File: src/rtl/uart_echo_fifo.sv
// UART echo with a receive FIFO: frames arriving on uart_rx are checked, buffered
// and retransmitted on uart_tx with a configurable data width, parity and stop count.
module uart_echo_fifo #(
  parameter int clk_freq    = 25_000_000,
  parameter int baud_rate   = 115_200,
  parameter int data_bits   = 8,
  parameter int parity_mode = 0,
  parameter int stop_bits   = 1,
  parameter int fifo_depth  = 16
) (
  input  logic                          clk,
  input  logic                          reset_n,
  input  logic                          uart_rx,
  output logic                          uart_tx,
  output logic                          rx_frame_err,
  output logic                          rx_parity_err,
  output logic                          rx_overflow,
  output logic [$clog2(fifo_depth):0]   fifo_count
);

  localparam int CPB = clk_freq / baud_rate;
  localparam int CW  = $clog2(CPB);
  localparam int BW  = $clog2(data_bits + 1);
  localparam int AW  = $clog2(fifo_depth);
  localparam logic [CW-1:0] BAUD_LAST = CW'(CPB - 1);
  localparam logic [CW-1:0] BAUD_HALF = CW'(CPB / 2);
  localparam logic [BW-1:0] DATA_LAST = BW'(data_bits - 1);
  localparam logic [BW-1:0] STOP_LAST = BW'(stop_bits - 1);
  localparam logic          PAR_ODD   = (parity_mode == 2);
  localparam bit            PAR_EN    = (parity_mode != 0);

  typedef enum logic [2:0] {S_IDLE, S_START, S_DATA, S_PARITY, S_STOP} state_t;

  // Reset asserts asynchronously but is released in step with clk.
  logic [1:0] rst_sync_q;
  logic       rst_n_int;
  always_ff @(posedge clk or negedge reset_n) begin
    if (!reset_n) rst_sync_q <= 2'b00;
    else          rst_sync_q <= {rst_sync_q[0], 1'b1};
  end
  assign rst_n_int = rst_sync_q[1];

  logic rx_meta_q, rx_sync_q, rx_prev_q;
  always_ff @(posedge clk or negedge rst_n_int) begin
    if (!rst_n_int) begin
      rx_meta_q <= 1'b1;
      rx_sync_q <= 1'b1;
      rx_prev_q <= 1'b1;
    end else begin
      rx_meta_q <= uart_rx;
      rx_sync_q <= rx_meta_q;
      rx_prev_q <= rx_sync_q;
    end
  end

  logic [data_bits-1:0] mem [fifo_depth];
  logic [AW-1:0]        wr_ptr_q, rd_ptr_q;
  logic [AW:0]          count_q, count_d;
  logic                 push, pop, full;

  state_t               rx_state_q;
  logic [CW-1:0]        rx_cnt_q;
  logic [BW-1:0]        rx_bit_q;
  logic [data_bits-1:0] rx_shift_q;
  logic                 rx_par_q, rx_frame_err_q, rx_parity_err_q, rx_overflow_q;
  logic                 rx_stop_evt, rx_par_ok;

  state_t               tx_state_q;
  logic [CW-1:0]        tx_cnt_q;
  logic [BW-1:0]        tx_bit_q;
  logic [data_bits-1:0] tx_shift_q;
  logic                 tx_par_q, tx_q, tx_last_stop;

  assign full         = (count_q == (AW+1)'(fifo_depth));
  assign rx_stop_evt  = (rx_state_q == S_STOP) && (rx_cnt_q == '0);
  assign rx_par_ok    = !PAR_EN || ((^rx_shift_q ^ rx_par_q) == PAR_ODD);
  assign push         = rx_stop_evt && rx_sync_q && rx_par_ok && (!full || pop);
  assign tx_last_stop = (tx_state_q == S_STOP) && (tx_cnt_q == '0) && (tx_bit_q == STOP_LAST);
  // Popping at the last stop cycle chains frames with no idle gap.
  assign pop          = ((tx_state_q == S_IDLE) || tx_last_stop) && (count_q != '0);

  always_comb begin
    count_d = count_q;
    if (push && !pop)      count_d = count_q + (AW+1)'(1);
    else if (!push && pop) count_d = count_q - (AW+1)'(1);
  end

  always_ff @(posedge clk) begin
    if (push) mem[wr_ptr_q] <= rx_shift_q;
  end

  always_ff @(posedge clk or negedge rst_n_int) begin
    if (!rst_n_int) begin
      wr_ptr_q <= '0;
      rd_ptr_q <= '0;
      count_q  <= '0;
    end else begin
      if (push) wr_ptr_q <= wr_ptr_q + AW'(1);
      if (pop)  rd_ptr_q <= rd_ptr_q + AW'(1);
      count_q <= count_d;
    end
  end

  always_ff @(posedge clk or negedge rst_n_int) begin
    if (!rst_n_int) begin
      rx_state_q      <= S_IDLE;
      rx_cnt_q        <= '0;
      rx_bit_q        <= '0;
      rx_shift_q      <= '0;
      rx_par_q        <= 1'b0;
      rx_frame_err_q  <= 1'b0;
      rx_parity_err_q <= 1'b0;
      rx_overflow_q   <= 1'b0;
    end else begin
      rx_frame_err_q  <= 1'b0;
      rx_parity_err_q <= 1'b0;
      rx_overflow_q   <= 1'b0;
      case (rx_state_q)
        S_IDLE: if (rx_prev_q && !rx_sync_q) begin
          rx_state_q <= S_START;
          rx_cnt_q   <= BAUD_HALF;
        end
        S_START: if (rx_cnt_q != '0) rx_cnt_q <= rx_cnt_q - CW'(1);
          else if (rx_sync_q) rx_state_q <= S_IDLE;
          else begin
            rx_state_q <= S_DATA;
            rx_cnt_q   <= BAUD_LAST;
            rx_bit_q   <= '0;
          end
        S_DATA: if (rx_cnt_q != '0) rx_cnt_q <= rx_cnt_q - CW'(1);
          else begin
            rx_shift_q <= {rx_sync_q, rx_shift_q[data_bits-1:1]};
            rx_cnt_q   <= BAUD_LAST;
            rx_bit_q   <= rx_bit_q + BW'(1);
            if (rx_bit_q == DATA_LAST) rx_state_q <= PAR_EN ? S_PARITY : S_STOP;
          end
        S_PARITY: if (rx_cnt_q != '0) rx_cnt_q <= rx_cnt_q - CW'(1);
          else begin
            rx_par_q   <= rx_sync_q;
            rx_cnt_q   <= BAUD_LAST;
            rx_state_q <= S_STOP;
          end
        S_STOP: if (rx_cnt_q != '0) rx_cnt_q <= rx_cnt_q - CW'(1);
          else begin
            rx_state_q <= S_IDLE;
            if (!rx_sync_q)       rx_frame_err_q  <= 1'b1;
            else if (!rx_par_ok)  rx_parity_err_q <= 1'b1;
            else if (full && !pop) rx_overflow_q  <= 1'b1;
          end
        default: rx_state_q <= S_IDLE;
      endcase
    end
  end

  always_ff @(posedge clk or negedge rst_n_int) begin
    if (!rst_n_int) begin
      tx_state_q <= S_IDLE;
      tx_cnt_q   <= '0;
      tx_bit_q   <= '0;
      tx_shift_q <= '0;
      tx_par_q   <= 1'b0;
      tx_q       <= 1'b1;
    end else if (pop) begin
      tx_state_q <= S_START;
      tx_cnt_q   <= BAUD_LAST;
      tx_shift_q <= mem[rd_ptr_q];
      tx_par_q   <= ^mem[rd_ptr_q] ^ PAR_ODD;
      tx_q       <= 1'b0;
    end else begin
      case (tx_state_q)
        S_IDLE: tx_q <= 1'b1;
        S_START: if (tx_cnt_q != '0) tx_cnt_q <= tx_cnt_q - CW'(1);
          else begin
            tx_q       <= tx_shift_q[0];
            tx_shift_q <= tx_shift_q >> 1;
            tx_bit_q   <= '0;
            tx_cnt_q   <= BAUD_LAST;
            tx_state_q <= S_DATA;
          end
        S_DATA: if (tx_cnt_q != '0) tx_cnt_q <= tx_cnt_q - CW'(1);
          else begin
            tx_cnt_q <= BAUD_LAST;
            if (tx_bit_q == DATA_LAST) begin
              tx_bit_q <= '0;
              if (PAR_EN) begin
                tx_q       <= tx_par_q;
                tx_state_q <= S_PARITY;
              end else begin
                tx_q       <= 1'b1;
                tx_state_q <= S_STOP;
              end
            end else begin
              tx_q       <= tx_shift_q[0];
              tx_shift_q <= tx_shift_q >> 1;
              tx_bit_q   <= tx_bit_q + BW'(1);
            end
          end
        S_PARITY: if (tx_cnt_q != '0) tx_cnt_q <= tx_cnt_q - CW'(1);
          else begin
            tx_q       <= 1'b1;
            tx_bit_q   <= '0;
            tx_cnt_q   <= BAUD_LAST;
            tx_state_q <= S_STOP;
          end
        S_STOP: if (tx_cnt_q != '0) tx_cnt_q <= tx_cnt_q - CW'(1);
          else if (tx_bit_q == STOP_LAST) tx_state_q <= S_IDLE;
          else begin
            tx_bit_q <= tx_bit_q + BW'(1);
            tx_cnt_q <= BAUD_LAST;
          end
        default: tx_state_q <= S_IDLE;
      endcase
    end
  end

  assign uart_tx       = tx_q;
  assign rx_frame_err  = rx_frame_err_q;
  assign rx_parity_err = rx_parity_err_q;
  assign rx_overflow   = rx_overflow_q;
  assign fifo_count    = count_q;

endmodule

File: config.mk
export PLATFORM = sky130hd
export DESIGN_NAME = uart_echo_fifo
export DESIGN_NICKNAME = d
export VERILOG_FILES = /design/src/rtl/uart_echo_fifo.sv
export SDC_FILE = /design/constraint.sdc
export NUM_CORES = 1
export LEC_CHECK = 0
export ABC_CLOCK_PERIOD_IN_PS = 2450
export CAP_MARGIN = 40
export CELL_PAD_IN_SITES_DETAIL_PLACEMENT = 1
export CELL_PAD_IN_SITES_GLOBAL_PLACEMENT = 1
export CORE_MARGIN = 8
export CORE_UTILIZATION = 45
export CTS_CLUSTER_SIZE = 24
export DETAILED_ROUTE_END_ITERATION = 12
export PLACE_DENSITY = 0.66
export SETUP_SLACK_MARGIN = 0.5
export SYNTH_ARGS = -nofsm -noshare
export SYNTH_HDL_FRONTEND = slang
export SYNTH_SLANG_ARGS = --single-unit
export TNS_END_PERCENT = 30
File: constraint.sdc
create_clock -name clk -period 2.45 [get_ports clk]
set_input_delay 0.49 -clock clk [delete_from_list [all_inputs] [get_ports clk]]
set_output_delay 0.49 -clock clk [all_outputs]
set_load 0.1 [all_outputs]
# Word-level counts from Yosys, hierarchy flattened
# Memories as Yosys holds them, arrays and structs flattened.
# Index checks and enable logic that the tools add are counted.
[word_totals]
inputBits = 3
word_cells = 164
mem_bits_rw = 128
mem_count = 1
regBits = 67
output_inout_bits = 9
[op_classes]
n_bitwise = 2
muxes = 59
n_eq_ne = 33
n_reduce_logical = 43
n_addsub = 8
[mem_list]
columns = ["name", "words", "width", "read_ports", "rd_ports_with_merged_regs", "wr", "line_no", "rtl"]
rows = [
  ["mem", 16, 8, 1, 0, 1, "56", "logic [data_bits-1:0] mem [fifo_depth];"],
]
[ops]
columns = ["cell", "n"]
rows = [
  ["two-way mux 8 bit", 13],
  ["two-way mux 3 bit", 13],
  ["two-way mux 4 bit", 8],
  ["one-hot mux 8 bit (2 select lines)", 2],
  ["one-hot mux 8 bit (4 select lines)", 1],
  ["one-hot mux 3 bit (5 select lines)", 2],
  ["inequality test 2 bit (second input constant)", 12],
  ["inequality test 3 bit (second input constant)", 7],
  ["adder 4 x 1 -> 4 bit (second input constant)", 4],
  ["logical NOT 8 bit", 2],
  ["AND reduction 4 bit", 4],
  ["nonzero test 8 bit", 2],
  ["subtractor 8 x 1 -> 8 bit (second input constant)", 2],
  ["two-way mux 1 bit", 14],
  ["== test 3 x 2 -> 1 bit (second input constant)", 4],
  ["one-hot mux 4 bit (3 select lines)", 1],
  ["AND reduction 6 bit", 2],
  ["logical AND 1 bit", 10],
  ["two-way mux 5 bit", 2],
  ["nonzero test 5 bit", 2],
  ["nonzero test 3 bit", 3],
  ["== test 4 x 3 -> 1 bit (second input constant)", 2],
  ["one-hot mux 4 bit (2 select lines)", 1],
  ["AND reduction 7 bit", 1],
  ["20 further kinds", 31],
]

# Depth between registers and ports, before layout
[logic_depth]
depth_word = 11
ltp_mapped = 14

# Worst setup path before layout
# No wires, ideal clock.
[synth_path]
path_kind = "register to register"
startpoint = "register count_q[0], in the netlist fifo_count[0]"
endpoint = "register count_q[4], in the netlist fifo_count[4]"
arrival_time_ps = 3029
t_required_ps = 2286
path_stages_with_launch = 13
setup_ps = 164
setup_slack_ps = -743
synth_period_minus_slack_ps = 3193
path_cell_list = "dfrtp_1 > nor4_1 > nor2b_1 > a21oi_2 > inv_1 > ha_1 > inv_1 > fa_1 > a21o_1 > a21oi_1 > xnor2_1 > nor2_1 > xor2_1"
[synth_via]
elab_chain_cells = 7
word_cells_on_any_way = 15
classes_between = "add/sub: 2; eq/ne: 1; mux: 2; reduce/logical: 10"
[synth_rtl]
columns = ["element", "line_no", "rtl"]
rows = [
  ["start, declared", "58", "logic [AW:0] count_q, count_d;"],
  ["start signal, assigned", "100", "count_q <= count_d;"],
  ["branches (longest 7 deep; another with subtractor 5 x 1 -> 5 bit)", "n/a", ""],
]
# Several ways; the timed one is not identified. The select of a mux whose other input is x is not followed.
# A chain may end at the register's enable or synchronous reset.

# Worst setup path in the final report
[layout_path]
startpoint = "register rx_cnt_q[0]"
endpoint = "register count_q[4], in the netlist fifo_count[4]"
[layout_via]
elab_chain_cells = 7
word_cells_on_any_way = 9
classes_between = "mux: 1; reduce/logical: 8"
[layout_rtl]
columns = ["element", "line_no", "rtl"]
rows = [
  ["start, declared", "62", "logic [CW-1:0] rx_cnt_q;"],
  ["start signal, assigned", "123", "S_START: if (rx_cnt_q != '0) rx_cnt_q <= rx_cnt_q - CW'(1);"],
  ["start signal, assigned", "130", "S_DATA: if (rx_cnt_q != '0) rx_cnt_q <= rx_cnt_q - CW'(1);"],
  ["start signal, assigned", "137", "S_PARITY: if (rx_cnt_q != '0) rx_cnt_q <= rx_cnt_q - CW'(1);"],
  ["logical NOT 8 bit *", "75", "assign rx_stop_evt = (rx_state_q == S_STOP) && (rx_cnt_q == '0);"],
  ["logical AND 1 bit *", "75", ""],
  ["logical AND 1 bit * (2 in a row)", "77", "assign push = rx_stop_evt && rx_sync_q && rx_par_ok && (!full || pop);"],
  ["logical NOT 1 bit", "85", "else if (!push && pop) count_d = count_q - (AW+1)'(1);"],
  ["logical AND 1 bit", "85", ""],
  ["nonzero test 2 bit (no source line)", "n/a", ""],
]
# Mark *: on every way between the ends. The rest lies on a longest branch, timed or not.

==> impl_metrics.py <==
metrics = {
    "status": {
        "outcome": "finished, violations left",
        "violations": "negative setup slack",
    },
    "worst_setup_path": {
        "crit_start": "rx_cnt_q[0]",
        "worstSetupStartpointType": "flip-flop",
        "crit_cells": 13,
        "timing.rr.end": "fifo_count[4]",
        "path_buf_inv": 2,
        "path_cells": "inv_2 -> ha_4 -> nor3b_4 -> nand4_1 -> a41oi_2 -> ha_4 -> inv_4 -> fa_2 -> a21o_1 -> a21oi_2 -> xnor2_1 -> nor2_1 -> xor2_1",
        "crit_type": "flip-flop to flip-flop",
        "r2r_cells": 13,
        "cp-end-kind": "flip-flop",
        "crit_path_frequent_cell": "ha_4",
        "crit_arrival_ps": 3100,
        "crit_slowest_cell": "dfrtp_1",
        "required_ps": 2770,
        "critPathMaxFanout": 3,
        "reg2reg_slack_ps": -330,
        "path_delay_family": "adder cells",
        "cpPeakStageDelay_ps": 390,
        "worstReg2RegStart": "rx_cnt_q[0]",
    },
    "logic_synthesis": {
        "synth_area_leaders": "edfxtp_1 45%, dfrtp_1 19%, mux4_2 8.7%",
        "synth_top_area_cell": "edfxtp_1",
        "synth_edf_count": 128,
        "synth_area_per_cell_um2": 14.77,
        "synth_most_common_cell": "edfxtp_1",
        "synth.distinct_cells": 68,
        "synth_cells": 576,
        "synth_ff_type": "edfxtp_1",
        "ys_seq_area_share_pct": 64.95,
        "synth-async-reset-ratio_pct": 34.36,
        "syn_area_mm2": 0.008507,
        "yosys.area.top_type_share_pct": 45.18,
        "syn-num-nets": 596,
        "ys_warn_count": 0,
        "synthTopCellsByCount": "128 x edfxtp_1, 63 x dfrtp_1, 33 x mux4_2, 33 x nand2_1, 33 x nor2_1",
        "ys_ff_latch": 195,
    },
    "floorplan": {
        "die_area_mm2": 0.02356,
        "core-area_mm2": 0.01864,
        "pin_count": 12,
        "die_x_um": 153.5,
        "row_count": 50,
        "start_util_pct": 45.63,
        "chipHeight_um": 153.5,
    },
    "hold_path": {
        "hold_path_class": "input pin to asynchronous set/reset pin",
    },
    "power_and_ir_drop": {
        "p_leak_nw": 3.916,
        "clkPwrFrac_pct": 24.9,
        "sw_frac_of_total_pct": 34.46,
        "switchingPower_w": 0.003756,
        "power_density_mw_per_mm2": 1019,
        "ir_drop_mv": 0.5848,
        "internal-power_w": 0.007145,
        "seqPwrFrac_pct": 38.9,
        "power_frac_comb_pct": 36.2,
    },
    "clock_network": {
        "clkSinkCount": 195,
        "numCtsBuffers": 17,
        "cts_root_buf": "clkbuf_16",
        "htree_levels": 4,
        "clkSlewWorstSetupHoldPaths_ps": 70,
        "clk_latency_ps": 440,
        "hold_buffers": 0,
        "cts_tree": "built",
        "clock_path_buffers": 2,
    },
    "sta": {
        "hold_viol": 0,
        "rsz0062_at_grt": "true",
        "drv_slew": 0,
        "min_period_ps": 2777,
        "worst_clock_skew_ps": 10.10,
        "slew_headroom_pct": 53.56,
        "clock.fmax_ghz": 0.3601,
        "hold_slack_ps": 209.7,
        "setup_violations": 4,
        "finalWorstSetupSlack_ps": -327.2,
        "final.period_utilization_pct": 113.4,
        "worst_slew_pin_slew_ps": 696.6,
    },
    "route": {
        "drcViolationCount": 0,
        "route.final.wire_length_um": 20520,
        "ant_nets": 0,
        "vias_per_cell": 5.670,
        "wl_per_cell_um": 22.32,
        "drt_iter0_drc": 359,
        "vias": 5211,
        "firstDrtPassIters": 4,
    },
    "placed_design": {
        "place_congestion": 0.8125,
        "port_buffers": 10,
        "place_worst_setup_slack_ps": -441.8,
        "dp_hpwl_um": 13530,
    },
    "job": {
        "drv_cap": 0,
    },
    "layout": {
        "drive_above_1_share_pct": 40.88,
        "num_antenna_cells": 0,
        "nFillCells": 1750,
        "syn2layout_area_growth_pct": 25.80,
        "nNetsFinal": 692,
    },
    "grt": {
        "grt_pass1_vias": 5708,
        "gr-total-overflow": 0,
        "grt_use_total_pct": 17.67,
        "antenna_found_initial": 0,
        "grt_max_degree": 27,
        "grt_pass1_wl_um": 32190,
    },
}
power by group through the flow:
stage	combinational (W)	sequential, W	clock (W)
final	0.00394	0.00424	0.00272
after floorplan	0.00192	0.00450	0
after CTS	0.00363	0.00424	0.00277
after global placement	0.00323	0.00426	0
after detailed placement	0.00335	0.00429	0
after global routing	0.00429	0.00430	0.00286
placed cells by master, fill, tap and decap left out, drive strengths merged, types with 4 or more instances in the layout:
cell type	count
edfxtp	128
buf	102
dfrtp	63
nand2	34
mux4	33
nor2	33
inv	25
o21ai	24
a21oi	19
clkbuf	17
o22ai	16
ha	16
and3	15
nor3	14
mux2	10
xnor2	9
nand2b	8
mux2i	8
nand3	8
nor3b	8
nor2b	6
clkinv	6
or3	6
and2	6
nand4	5
a21o	5
xor2	5
dfstp	4
nor4	4
state kept, by name (all words and copies together), names as in the netlist, 2 cells and up:
register    cells
mem           128
rx_bit_q        4
rd_ptr_q        4
rx_shift_q      8
fifo_count      5
rx_cnt_q        8
rx_state_q      3
tx_cnt_q        8
rst_sync_q      2
tx_state_q      3
tx_bit_q        4
tx_shift_q      8
wr_ptr_q        4
cell type report:
class / count / area, um2 / area share [%]
sequential: 195 / 5537 / 51.74
multi-input combinational: 336 / 3239 / 30.27
timing repair buffer: 104 / 988.4 / 9.237
clock buffer: 17 / 425.4 / 3.975
tap: 234 / 292.8 / 2.736
clock inverter: 15 / 148.9 / 1.391
inverter: 18 / 70.07 / 0.6547
worst max path at each step:
| stage | end | slack (ps) |
|---|---|---|
| final | fifo_count[4] | -330 |
| after global placement | fifo_count[4] | -230 |
| after detailed placement | fifo_count[3] | -440 |
| after CTS | fifo_count[4] | -330 |
| after floorplan | fifo_count[4] | -280 |
| after global routing | fifo_count[4] | -490 |
cells by family (layout without fill, tap and decap cells):
group / count (synthesis) / in the layout / share of synthesized area (%)
flops: 195 / 195 / 64.95
fa+ha+maj: 17 / 17 / 2.589
buf+inv: 45 / 154 / 2.383
mux: 51 / 51 / 11.00
xor+xnor: 14 / 14 / 1.441
compound gates: 95 / 95 / 7.369
simple gates: 157 / 157 / 10.18
other cells: 2 / 2 / 0.08828
routing by layer:
| layer | share of wire (%) | global-route usage, % | up-vias |
|---|---|---|---|
| met3 | 3.4 | 3.335 | 30 |
| met5 | 0 | 0 | - |
| met1 | 45 | 23.54 | 2708 |
| met4 | 1.9 | 5.693 | 0 |
| met2 | 50 | 28.83 | 91 |
| li1 | - | - | 2382 |
per-stage QoR:
stage	utilization (%)	power (W)	TNS, ps	area (um2)	cells
finish	57.40	0.01090	-672.5	10700	919
global route	57.40	0.01145	-1323	10700	919
CTS	55.53	0.01065	-552.3	10350	911
detailed placement	50.92	0.007632	-2756	9493	866
global placement	50.92	0.007492	-432.1	9493	866
floorplan	-	0.006416	-380.3	8598	576
timing repair:
action,CTS,global route
pin swaps,24,35
cloned,0,0
gates resized for setup,49,75
setup buffers,13,8
setup endpoints to repair,169,178
Power figures use the tool's default switching activity.
==> patch 1 (same flow settings) <==
Register the output `rx_overflow` once more, cleared by the reset; this adds one clock of latency there. The other outputs are not delayed to match.
--- a/src/rtl/uart_echo_fifo.sv
+++ b/src/rtl/uart_echo_fifo.sv
@@ -218,3 +218,9 @@
   assign rx_parity_err = rx_parity_err_q;
-  assign rx_overflow   = rx_overflow_q;
+  always_ff @(posedge clk or negedge reset_n) begin
+    if (!reset_n) begin
+      rx_overflow <= '0;
+    end else begin
+      rx_overflow <= rx_overflow_q;
+    end
+  end
   assign fifo_count    = count_q;
Function: no difference found for any inputs over 10 cycles, from zero or initial values and one cycle with reset_n low; that may be too few to reach the edited logic, so the function may still have changed.
==> patch 1 against the unedited design <==
  * The flow still finishes with violations (negative setup slack)
  * Area after synthesis decreased by 1.1%
  * Final area decreased by 2.2%
  * Non-clock buffer count decreased by 2
  * Power decreased by 9.2%
  * Routed wire length decreased by 0.72%
  * Sequential share of layout area increased by 1.4 points
  * Global-route usage decreased by 0.083 points
  * Clock power decreased by 6%
  * Setup slack got worse by 0.18 ns
  * Sequential cell count increased by 1
  * Combinational power decreased by 15%
  * First-iteration DRC count decreased by 1.9%
  * Synthesized cell count decreased by 2.3%
==> patch 1: results (changes against the unedited design) <==
* WL per Instance at 22.5 um (was 22.3 um)
* Seq pwr share at 40.3% (was 38.9%)
* Status: complete, but fails checks (unchanged)
* Vias in the first global route at 5537 (was 5708)
* Placer congestion estimate at 0.838 (was 0.813)
* Layout Nets at 680 (was 692)
* Inst Count DP at 856 (was 866)
* VDD IR max at 0.546 mV (was 0.585 mV)
* FF-to-FF Start: tx_cnt_q[1] (was rx_cnt_q[0])
* GR Util met2 at 29.8% (was 28.8%)
* Share of synthesized registers carrying an async set or reset at 34.7% (was 34.4%)
* Sequential cell count at 196 (was 195)
* Clock-cell share of area at 5.07% (was 5.37%)
* Failing checks: negative setup slack (unchanged)
* Setup ws final at -0.506 ns (was -0.327 ns)
* Syn Nets at 583 (was 596)
* Wl on met1 at 8870 um (was 9160 um)
* Register area at 0.00556 mm^2 (was 0.00554 mm^2)
* Met1 GRT Util at 22.4% (was 23.5%)
* Via-to-Cell Ratio at 5.69 (was 5.67)
* First-pass GRT wire length at 31600 um (was 32200 um)
* Placement-stage cell area at 0.00948 mm^2 (was 0.00949 mm^2)
* Main area contributors after synthesis: edfxtp_1 46%, dfrtp_1 19%, mux4_2 8.6% (was edfxtp_1 45%, dfrtp_1 19%, mux4_2 8.7%)
* R2r worst-path depth at 14 (was 13)
* Fraction of area in multi-input gates at 29.2% (was 30.3%)
* Final setup viols at 134 (was 4)
* Sw Pwr at 3.32 mW (was 3.76 mW)
==> patch 1: worst max-delay path by stage <==
stage	start	endpoint	cells after the start
after floorplan	fifo_count[2]	fifo_count[4]	12
after global placement	tx_cnt_q[0]	fifo_count[4]	13
after detailed placement	tx_bit_q[0]	fifo_count[3]	13
after CTS	tx_cnt_q[2]	fifo_count[4]	11
after global routing	tx_cnt_q[1]	fifo_count[4]	13
final	tx_cnt_q[1]	fifo_count[3]	14
==> patch 1: timing repair <==
action | in CTS | in global routing
buffers inserted | 6 | 13
gates resized for setup | 61 | 21
pin swaps | 25 | 23
setup endpoints to repair | 176 | 175
==> patch 1: logic make-up after synthesis <==
family / Yosys count / share of synthesized area [%]
compound gates: 95 / 7.52
xor+xnor: 13 / 1.35
fa+ha+maj: 17 / 2.62
buf+inv: 40 / 1.98
flops: 196 / 66.0
mux: 53 / 11.2
other cells: 2 / 0.0893
simple gates: 147 / 9.23
==> patch 2 (same flow settings) <==
Made on the original files. The parameter `parity_mode` goes from 0 to 1.
--- a/src/rtl/uart_echo_fifo.sv
+++ b/src/rtl/uart_echo_fifo.sv
@@ -6,3 +6,3 @@
   parameter int data_bits   = 8,
-  parameter int parity_mode = 0,
+  parameter int parity_mode = 1,
   parameter int stop_bits   = 1,
Check against the original RTL: no difference found for any inputs over 10 cycles, from zero or initial values and one cycle with reset_n low; that may be too few to reach the edited logic, so the function may still have changed.
==> patch 2 against the unedited design <==
  * The run still ends with negative setup slack left
  * Final area is 4.1% higher
  * Clock skew up 0.0025 ns
  * Combinational power up 5.8%
  * Count of clock-buffer cells in the layout unchanged
  * Sequential cell count up 3
  * Power grew 1.4%
  * Area after synthesis rose by 2.7%
  * Setup slack got worse by 0.030 ns
  * Worst hold slack got worse by 0.0015 ns
  * Sequential share of layout area is 1.3 points lower
  * Routed wire length down 0.31%
  * Largest power group is now combinational cells
  * Highest routed layer unchanged
==> patch 2: results (changes against the unedited design) <==
* Status: complete, but fails checks (unchanged)
* Failing checks: negative setup slack (unchanged)
* Delay-heaviest family, CP: XOR/XNOR gates (was adder cells)
* GR Util met2 at 32.5% (was 28.8%)
* Main area contributors after synthesis: edfxtp_1 44%, dfrtp_1 19%, mux4_2 6.4% (was edfxtp_1 45%, dfrtp_1 19%, mux4_2 8.7%)
* #FFs+latches synth at 198 (was 195)
* Max Clock Skew at 0.0126 ns (was 0.0101 ns)
* Setup_tns at -37.99 ns (was -0.672 ns)
* Post-Route WL at 20500 um (about the same)
* Sequential share of the synthesized area at 64.1% (was 65.0%)
* Critical path arrival at 3.13 ns (was 3.10 ns)
* Slowest CP cell: xnor3_1 (was dfrtp_1)
* Met1 GRT Util at 21.0% (was 23.5%)
* Worst slew pin tran at 0.693 ns (was 0.697 ns)
* Placement-stage cell area at 0.00997 mm^2 (was 0.00949 mm^2)
* Clock-cell share of area at 5.26% (was 5.37%)
* Buffering overhead at 9.67% (was 9.24%)
* Layout cell share with drive strength beyond 1 at 39.7% (was 40.9%)
* N_taps at 265 (was 234)
* Filler cells at 1819 (was 1750)
* Most common library cells after synthesis: 128 x edfxtp_1, 66 x dfrtp_1, 43 x nand2_1 (was 128 x edfxtp_1, 63 x dfrtp_1, 33 x mux4_2, 33 x nand2_1, 33 x nor2_1)
* Worst slack, placed at -0.519 ns (was -0.442 ns)
* Via-to-Cell Ratio at 5.44 (was 5.67)
* Non-clk invs at 25 (was 18)
* Largest net degree at the start of global routing at 48 (was 27)
* VDD IR max at 0.600 mV (was 0.585 mV)
* Register area at 0.00561 mm^2 (was 0.00554 mm^2)
* DR WL met2 at 11100 um (was 10300 um)
* Final setup viols at 133 (was 4)
* WL per Instance at 20.9 um (was 22.3 um)
* Vias in the first global route at 5816 (was 5708)
* Area occupied by multi-input gates at 0.00344 mm^2 (was 0.00324 mm^2)
* DR iter-0 viols at 243 (was 359)
* Syn Nets at 614 (was 596)
* Post_cts resized at 58 (was 49)
* Setup ws final at -0.357 ns (was -0.327 ns)
[patch 2: final timing paths]
path / endpoint / cells after the start / startpoint / slack, ns
setup / recovery: fifo_count[4] / 13 / rx_shift_q[7] / -0.36
max in group asynchronous: uart_tx / 1 / rst_sync_q[1] / 1.45
setup reg to reg: fifo_count[4] / 13 / rx_shift_q[7] / -0.36
hold reg to reg: rx_shift_q[7] / 0 / rst_sync_q[1] / 0.27
min in group clk: rx_sync_q / 0 / rx_meta_q / 0.36
hold / removal: rst_sync_q[0] / 1 / reset_n / 0.21
[patch 2: logic make-up (layout without fill, tap and decap cells)]
family,Yosys count,count (layout),synth area share [%]
xor gates and xnor gates,33,33,3.62
DFF,198,198,64.1
adders and majority gates,17,17,2.52
and+or+nand+nor,158,158,9.21
buffers and inverters,48,167,2.62
AOI/OAI and AO/OA,86,86,6.52
other,1,1,0.0429
muxes,53,53,11.4
[patch 2: where the power goes]
group          internal (mW)  switching [mW]
clock                   1.45            1.33
sequential              3.83           0.272
combinational           1.98            2.19
